<file path="src/rtl/psum_wb_ctrl.sv">
`timescale 1ns/1ps
// psum_wb_ctrl: streams PE-array psums into the psum GLB (overwrite or read-modify-write).
// Optional macro PSUM_WB_SAT_EN makes the accumulate add saturate to the signed DW range.
module psum_wb_ctrl #(
    parameter int AW = 16,
    parameter int DW = 16,
    parameter int PW = 4,
    parameter int EW = 7,
    parameter int NW = 3
) (
    input  logic          i_clk,
    input  logic          i_rst,
    input  logic          i_start,
    input  logic [EW-1:0] i_layer_EF,
    input  logic [PW-1:0] i_layer_p,
    input  logic [NW-1:0] i_layer_n,
    input  logic [AW-1:0] i_base_addr,
    input  logic          i_acc_mode,
    input  logic          i_psum_valid,
    input  logic [DW-1:0] i_psum_data,
    output logic          o_psum_ready,
    output logic          o_glb_re,
    output logic [AW-1:0] o_glb_ra,
    input  logic [DW-1:0] i_glb_rdata,
    output logic          o_glb_we,
    output logic [AW-1:0] o_glb_wa,
    output logic [DW-1:0] o_glb_wd,
    output logic          o_iter_done,
    output logic          o_pass_done,
    output logic          o_busy
);

    typedef enum logic [1:0] {
        S_IDLE,
        S_STREAM,
        S_RD,
        S_WR
    } state_t;

    state_t        state_q, state_d;
    logic [EW-1:0] ef_q, ef_d;
    logic [PW-1:0] p_q, p_d;
    logic [NW-1:0] n_q, n_d;
    logic [AW-1:0] base_q, base_d;
    logic          acc_q, acc_d;
    logic [PW-1:0] cnt_p_q, cnt_p_d;
    logic [EW-1:0] cnt_e_q, cnt_e_d;
    logic [EW-1:0] iter_q, iter_d;
    logic [NW-1:0] batch_q, batch_d;
    logic [AW-1:0] addr_q, addr_d;
    logic [DW-1:0] data_q, data_d;
    logic          last_q, last_d;
    logic          pass_q, pass_d;
    logic          wr_q, wr_d;

    logic          accept;
    logic          hs;
    logic          p_wrap;
    logic          e_wrap;
    logic          i_wrap;
    logic          b_wrap;
    logic          last_psum;
    logic          in_wr;
    logic [AW-1:0] addr_calc;
    logic [DW-1:0] acc_sum;

    assign accept = (state_q == S_IDLE) & i_start
                  & (|i_layer_EF) & (|i_layer_p) & (|i_layer_n);
    assign hs     = (state_q == S_STREAM) & i_psum_valid;

    assign p_wrap    = cnt_p_q == p_q - PW'(1);
    assign e_wrap    = cnt_e_q == ef_q - EW'(1);
    assign i_wrap    = iter_q >= ef_q - EW'(1);
    assign b_wrap    = batch_q >= n_q - NW'(1);
    assign last_psum = p_wrap & e_wrap;

    // Layout: [batch][p][E][F], with iter_cnt selecting the F column.
    assign addr_calc = base_q
                     + ((AW'(batch_q) * AW'(p_q) + AW'(cnt_p_q)) * AW'(ef_q)
                        + AW'(cnt_e_q)) * AW'(ef_q)
                     + AW'(iter_q);

`ifdef PSUM_WB_SAT_EN
    logic [DW:0] sum_ext;

    always_comb begin
        sum_ext = {i_glb_rdata[DW-1], i_glb_rdata} + {data_q[DW-1], data_q};
        acc_sum = sum_ext[DW-1:0];
        if (sum_ext[DW] != sum_ext[DW-1]) begin
            acc_sum = sum_ext[DW] ? {1'b1, {(DW-1){1'b0}}}
                                  : {1'b0, {(DW-1){1'b1}}};
        end
    end
`else
    assign acc_sum = i_glb_rdata + data_q;
`endif

    always_comb begin
        state_d = state_q;
        ef_d    = ef_q;
        p_d     = p_q;
        n_d     = n_q;
        base_d  = base_q;
        acc_d   = acc_q;
        cnt_p_d = cnt_p_q;
        cnt_e_d = cnt_e_q;
        iter_d  = iter_q;
        batch_d = batch_q;
        addr_d  = addr_q;
        data_d  = data_q;
        last_d  = last_q;
        pass_d  = pass_q;
        wr_d    = 1'b0;
        unique case (state_q)
            S_IDLE: begin
                if (accept) begin
                    state_d = S_STREAM;
                    ef_d    = i_layer_EF;
                    p_d     = i_layer_p;
                    n_d     = i_layer_n;
                    base_d  = i_base_addr;
                    acc_d   = i_acc_mode;
                    cnt_p_d = '0;
                    cnt_e_d = '0;
                end
            end
            S_STREAM: begin
                if (hs) begin
                    addr_d = addr_calc;
                    data_d = i_psum_data;
                    last_d = last_psum;
                    pass_d = last_psum & i_wrap & b_wrap;
                    wr_d   = ~acc_q;
                    if (p_wrap) begin
                        cnt_p_d = '0;
                        cnt_e_d = e_wrap ? '0 : cnt_e_q + EW'(1);
                    end else begin
                        cnt_p_d = cnt_p_q + PW'(1);
                    end
                    if (last_psum) begin
                        if (i_wrap) begin
                            iter_d  = '0;
                            batch_d = b_wrap ? '0 : batch_q + NW'(1);
                        end else begin
                            iter_d = iter_q + EW'(1);
                        end
                    end
                    if (acc_q) begin
                        state_d = S_RD;
                    end else if (last_psum) begin
                        state_d = S_IDLE;
                    end
                end
            end
            S_RD: begin
                state_d = S_WR;
            end
            S_WR: begin
                state_d = last_q ? S_IDLE : S_STREAM;
            end
            default: begin
                state_d = S_IDLE;
            end
        endcase
    end

    always_ff @(posedge i_clk or posedge i_rst) begin
        if (i_rst) begin
            state_q <= S_IDLE;
            ef_q    <= '0;
            p_q     <= '0;
            n_q     <= '0;
            base_q  <= '0;
            acc_q   <= 1'b0;
            cnt_p_q <= '0;
            cnt_e_q <= '0;
            iter_q  <= '0;
            batch_q <= '0;
            addr_q  <= '0;
            data_q  <= '0;
            last_q  <= 1'b0;
            pass_q  <= 1'b0;
            wr_q    <= 1'b0;
        end else begin
            state_q <= state_d;
            ef_q    <= ef_d;
            p_q     <= p_d;
            n_q     <= n_d;
            base_q  <= base_d;
            acc_q   <= acc_d;
            cnt_p_q <= cnt_p_d;
            cnt_e_q <= cnt_e_d;
            iter_q  <= iter_d;
            batch_q <= batch_d;
            addr_q  <= addr_d;
            data_q  <= data_d;
            last_q  <= last_d;
            pass_q  <= pass_d;
            wr_q    <= wr_d;
        end
    end

    // Overwrite writes come from the wr_q pipeline, accumulate writes from WR.
    assign in_wr        = state_q == S_WR;
    assign o_glb_we     = wr_q | in_wr;
    assign o_glb_wa     = o_glb_we ? addr_q : '0;
    assign o_glb_wd     = in_wr ? acc_sum : (wr_q ? data_q : '0);
    assign o_glb_re     = state_q == S_RD;
    assign o_glb_ra     = o_glb_re ? addr_q : '0;
    assign o_psum_ready = state_q == S_STREAM;
    assign o_iter_done  = o_glb_we & last_q;
    assign o_pass_done  = o_glb_we & pass_q;
    assign o_busy       = (state_q != S_IDLE) & ~o_iter_done;

endmodule

</file>
<file path="config.mk">
export PLATFORM = sky130hd
export DESIGN_NAME = psum_wb_ctrl
export DESIGN_NICKNAME = d
export VERILOG_FILES = /design/src/rtl/psum_wb_ctrl.sv
export SDC_FILE = /design/constraint.sdc
export NUM_CORES = 1
export LEC_CHECK = 0
export ABC_CLOCK_PERIOD_IN_PS = 13300
export BUFFER_PORTS_ARGS = -buffer_cell sky130_fd_sc_hd__buf_2
export CAP_MARGIN = 40
export CORE_MARGIN = 8
export CORE_UTILIZATION = 61
export DETAILED_ROUTE_END_ITERATION = 16
export GPL_TIMING_DRIVEN = 1
export HOLD_SLACK_MARGIN = 0.15
export PLACE_DENSITY = 0.89
export SKIP_LAST_GASP = 1
export SYNTH_ARGS = -nofsm -noshare
export SYNTH_HDL_FRONTEND = slang
export SYNTH_SLANG_ARGS = --single-unit
</file>
<file path="constraint.sdc">
create_clock -name i_clk -period 13.3 [get_ports i_clk]
set_input_delay 2.66 -clock i_clk [delete_from_list [all_inputs] [get_ports i_clk]]
set_output_delay 2.66 -clock i_clk [all_outputs]
set_load 0.1 [all_outputs]
</file>
==> out/results.tsv <==
metric	value	unit
Syn. warnings	0	
area share of the largest cell type after synthesis	21.16	%
RR Endpoint	addr_q[15]$_DFFE_PP0P_	
hold wc startpoint	last_q$_DFFE_PP0P_	
final critical path time including I/O delays and setup	10.69	ns
standard-cell row count	49	
Critical Path Fanout Max	7	
critical path capture point type	register	
max incr delay on CP	0.57	ns
hold path depth	1	
total congestion overflow	0	
Starting Density	61.41	%
count of distinct cell types in the synthesized netlist	62	
number of buffers inserted by port buffering	120	
overall die height	149.6	um
arrival time of the worst setup path	10.99	ns
count of fill cells added during filler insertion	1287	
number of antenna violations at the first check in global routing	0	
post-CTS clock slew at the launch and capture registers of the worst setup and hold paths	0.08	ns
vias per inst	5.589	
Most common cell on crit path	sky130_fd_sc_hd__fa_1	
max-slew violation count	0	
worst-case headroom to the max-slew limit	34.26	%
antenna-violating nets left	0	
first-pass GRT wire length	43.37	mm
pin count of the biggest net entering global routing	49	
Post-Route Skew	0.01148	ns
final cycle utilization of the critical path	80.40	%
count of H-tree levels built during CTS	3	
final critical-path setup slack	2.607	ns
placement-stage cell area	0.01175	mm^2
half-perimeter wire length after detailed placement	20.11	mm
remaining routing DRC violations	0	
highest-count cells in the layout ignoring fill and taps	265 x sky130_fd_sc_hd__nand2_1, 173 x sky130_fd_sc_hd__inv_1, 120 x sky130_fd_sc_hd__buf_2	
post-synthesis instance area	0.01088	mm^2
routed wire length	25.80	mm
final non-filler cell area	0.01206	mm^2
number of buffers added for setup after CTS	0	
startpoint types	register	
via count of the first global-routing pass	9286	
worst reg-to-reg setup slack	2.61	ns
FF-to-FF path depth	36	
fraction of layout cells with a size suffix above 1	11.74	%
core area	0.01772	mm^2
part of the Yosys area used for sequential elements	20.47	%
number of instances in the synthesized netlist	1266	
chip width	149.6	um
mean cell area of the mapped netlist	8.594	um^2
maximum clock insertion buffer count	2	
maximum operating frequency	0.09352	GHz
worst hold path class	register to register	
post-detailed-route wirelength per cell	16.13	um
GR Util All Layers	23.91	%
most common flop cell mapped by yosys	sky130_fd_sc_hd__dfrtp_1	
total iterations of the first detailed-routing run	5	
area of the die	0.02237	mm^2
cell type with the highest aggregate area in the netlist	sky130_fd_sc_hd__fa_1	
number of endpoints failing setup at the final stage	0	
dominant cells by area after synthesis	sky130_fd_sc_hd__fa_1 21%, sky130_fd_sc_hd__dfrtp_1 20%, sky130_fd_sc_hd__ha_1 13%	
final weighted congestion in routability-driven placement	0.9203	
count of flip-flops with a built-in enable after synthesis	0	
Layout area overhead	10.82	%
Gates resized, CTS repair	0	
post-layout net count	1661	
clk root buf	sky130_fd_sc_hd__clkbuf_16	
CTS Buf Count	9	
Sequential Area	0.002227	mm^2
flops & latches, synth	89	
launch instance of the worst register-to-register path	p_q[2]$_DFFE_PP0P_	
insertion delay to the later sink of the worst-skew pair	0.37	ns
antenna diode count	0	
Setup Crit Path Kind	register to register	
outcome	complete, no violations	
Vias	8943	
async set-reset flop share out of synthesis	100.0	%
area of combinational cells with multiple inputs	0.007851	mm^2
measured slew at the worst slew-check pin	0.9861	ns
TritonCTS clock tree	built	
number of violations of the max-capacitance limit	0	
worst slack at placement	2.752	ns
count of pins on the block boundary	121	
final number of hold-violating endpoints	0	
Total Neg Setup Slack	0	ns
leading cell type in the layout, fill and taps excluded	sky130_fd_sc_hd__nand2_1	
worst path required time	13.60	ns
number of hold-repair buffers added at the cts stage	0	
Hold EP	state_q[0]$_DFFE_PP0P_	
Synthesized Nets	1561	
Initial DRC Count	637	
number of sinks handled by clock tree synthesis	89	
critical path's slowest cell	sky130_fd_sc_hd__fa_1	
setup repair after global routing missed its margin	no	
-- per-layer routing --
layer / vias to the layer above / track usage, % / wire length [um]
met4: 0 / 10.30 / 824
met1: 4317 / 28.61 / 10150
met5: - / 0 / 0
li1: 4241 / - / -
met2: 323 / 41.62 / 12970
met3: 62 / 4.112 / 1849
-- cells by family after synthesis --
logic type               count (synthesis)  synth area share [%]
AO/OA/AOI/OAI                          154                 8.935
adder cells (fa/ha/maj)                228                 34.15
XOR/XNOR                                64                 6.095
multiplexers                             5                0.4715
AND/OR/NAND/NOR                        512                 22.40
buffers and inverters                  214                 7.475
flip-flops                              89                 20.47
-- synthesized netlist by cell type, types with 3 or more instances --
library cell               number
sky130_fd_sc_hd__a21boi_0       3
sky130_fd_sc_hd__a21o_1        17
sky130_fd_sc_hd__a21oi_1       34
sky130_fd_sc_hd__a31oi_1        3
sky130_fd_sc_hd__and2_1       107
sky130_fd_sc_hd__and3_1         8
sky130_fd_sc_hd__clkbuf_1      36
sky130_fd_sc_hd__dfrtp_1       89
sky130_fd_sc_hd__fa_1         115
sky130_fd_sc_hd__ha_1         113
sky130_fd_sc_hd__inv_1        174
sky130_fd_sc_hd__mux2i_1        4
sky130_fd_sc_hd__nand2_1      265
sky130_fd_sc_hd__nand2b_1      16
sky130_fd_sc_hd__nand3_1       27
sky130_fd_sc_hd__nand4_1        6
sky130_fd_sc_hd__nor2_1        33
sky130_fd_sc_hd__nor2b_1        8
sky130_fd_sc_hd__nor3_1        15
sky130_fd_sc_hd__nor3_2         3
sky130_fd_sc_hd__nor3b_1        4
sky130_fd_sc_hd__o211ai_1       4
sky130_fd_sc_hd__o21a_1         5
sky130_fd_sc_hd__o21ai_0       51
sky130_fd_sc_hd__o21bai_1       8
sky130_fd_sc_hd__o31ai_1        7
sky130_fd_sc_hd__or2_2          3
sky130_fd_sc_hd__or3_1          5
sky130_fd_sc_hd__or4_1          3
sky130_fd_sc_hd__xnor2_1       33
sky130_fd_sc_hd__xnor3_1        5
sky130_fd_sc_hd__xor2_1        23
-- worst max-delay path: cells and delay by family (launching register included) --
family,cells,cell delay [ns]
fa+ha+maj,13,6.24
simple gates,7,1.31
xor+xnor,3,1.23
compound gates,6,1.01
flops,1,0.45
buf+inv,7,0.39
-- sequential cells by signal (all words and copies together), names as in the netlist, named ones only --
name / flops
cnt_e_q: 7
addr_q: 16
n_q: 3
ef_q: 7
acc_q: 1
batch_q: 3
iter_q: 7
state_q: 1
cnt_p_q: 4
wr_q: 1
p_q: 4
base_q: 16
pass_q: 1
data_q: 16
last_q: 1
-- cell type report --
type	count	share of cell area, %
inverters	174	5.427
multi-input cells	963	65.11
well taps	229	2.376
clock buffers	9	1.868
clock inverters	7	0.7056
flip-flops and latches	89	18.47
repair buffers	129	6.039
-- through the flow --
stage / hold WS, ns / std cells / utilization, %
2_1_floorplan: 0.4341 / 1266 / -
3_3_place_gp: 0.4528 / 1579 / 65.75
3_5_place_dp: 0.4654 / 1584 / 66.30
4_1_cts: 0.4759 / 1600 / 68.05
5_1_grt: 0.5099 / 1600 / 68.05
6_report: 0.4785 / 1600 / 68.05
-- how the worst max path moves through the flow --
stage	depth (start not counted)	slack, ns	start	endpoint
global placement	36	3.05	p_q[2]$_DFFE_PP0P_	addr_q[15]$_DFFE_PP0P_
floorplan	37	3.46	p_q[2]$_DFFE_PP0P_	addr_q[15]$_DFFE_PP0P_
CTS	36	2.67	p_q[2]$_DFFE_PP0P_	addr_q[15]$_DFFE_PP0P_
detailed placement	36	2.75	p_q[2]$_DFFE_PP0P_	addr_q[15]$_DFFE_PP0P_
finish	36	2.61	p_q[2]$_DFFE_PP0P_	addr_q[15]$_DFFE_PP0P_
global route	36	2.10	p_q[2]$_DFFE_PP0P_	addr_q[15]$_DFFE_PP0P_
Power is left out: the tool's default activity adds up to more than one toggle a clock period on the data nets, which glitch-free logic cannot reach.
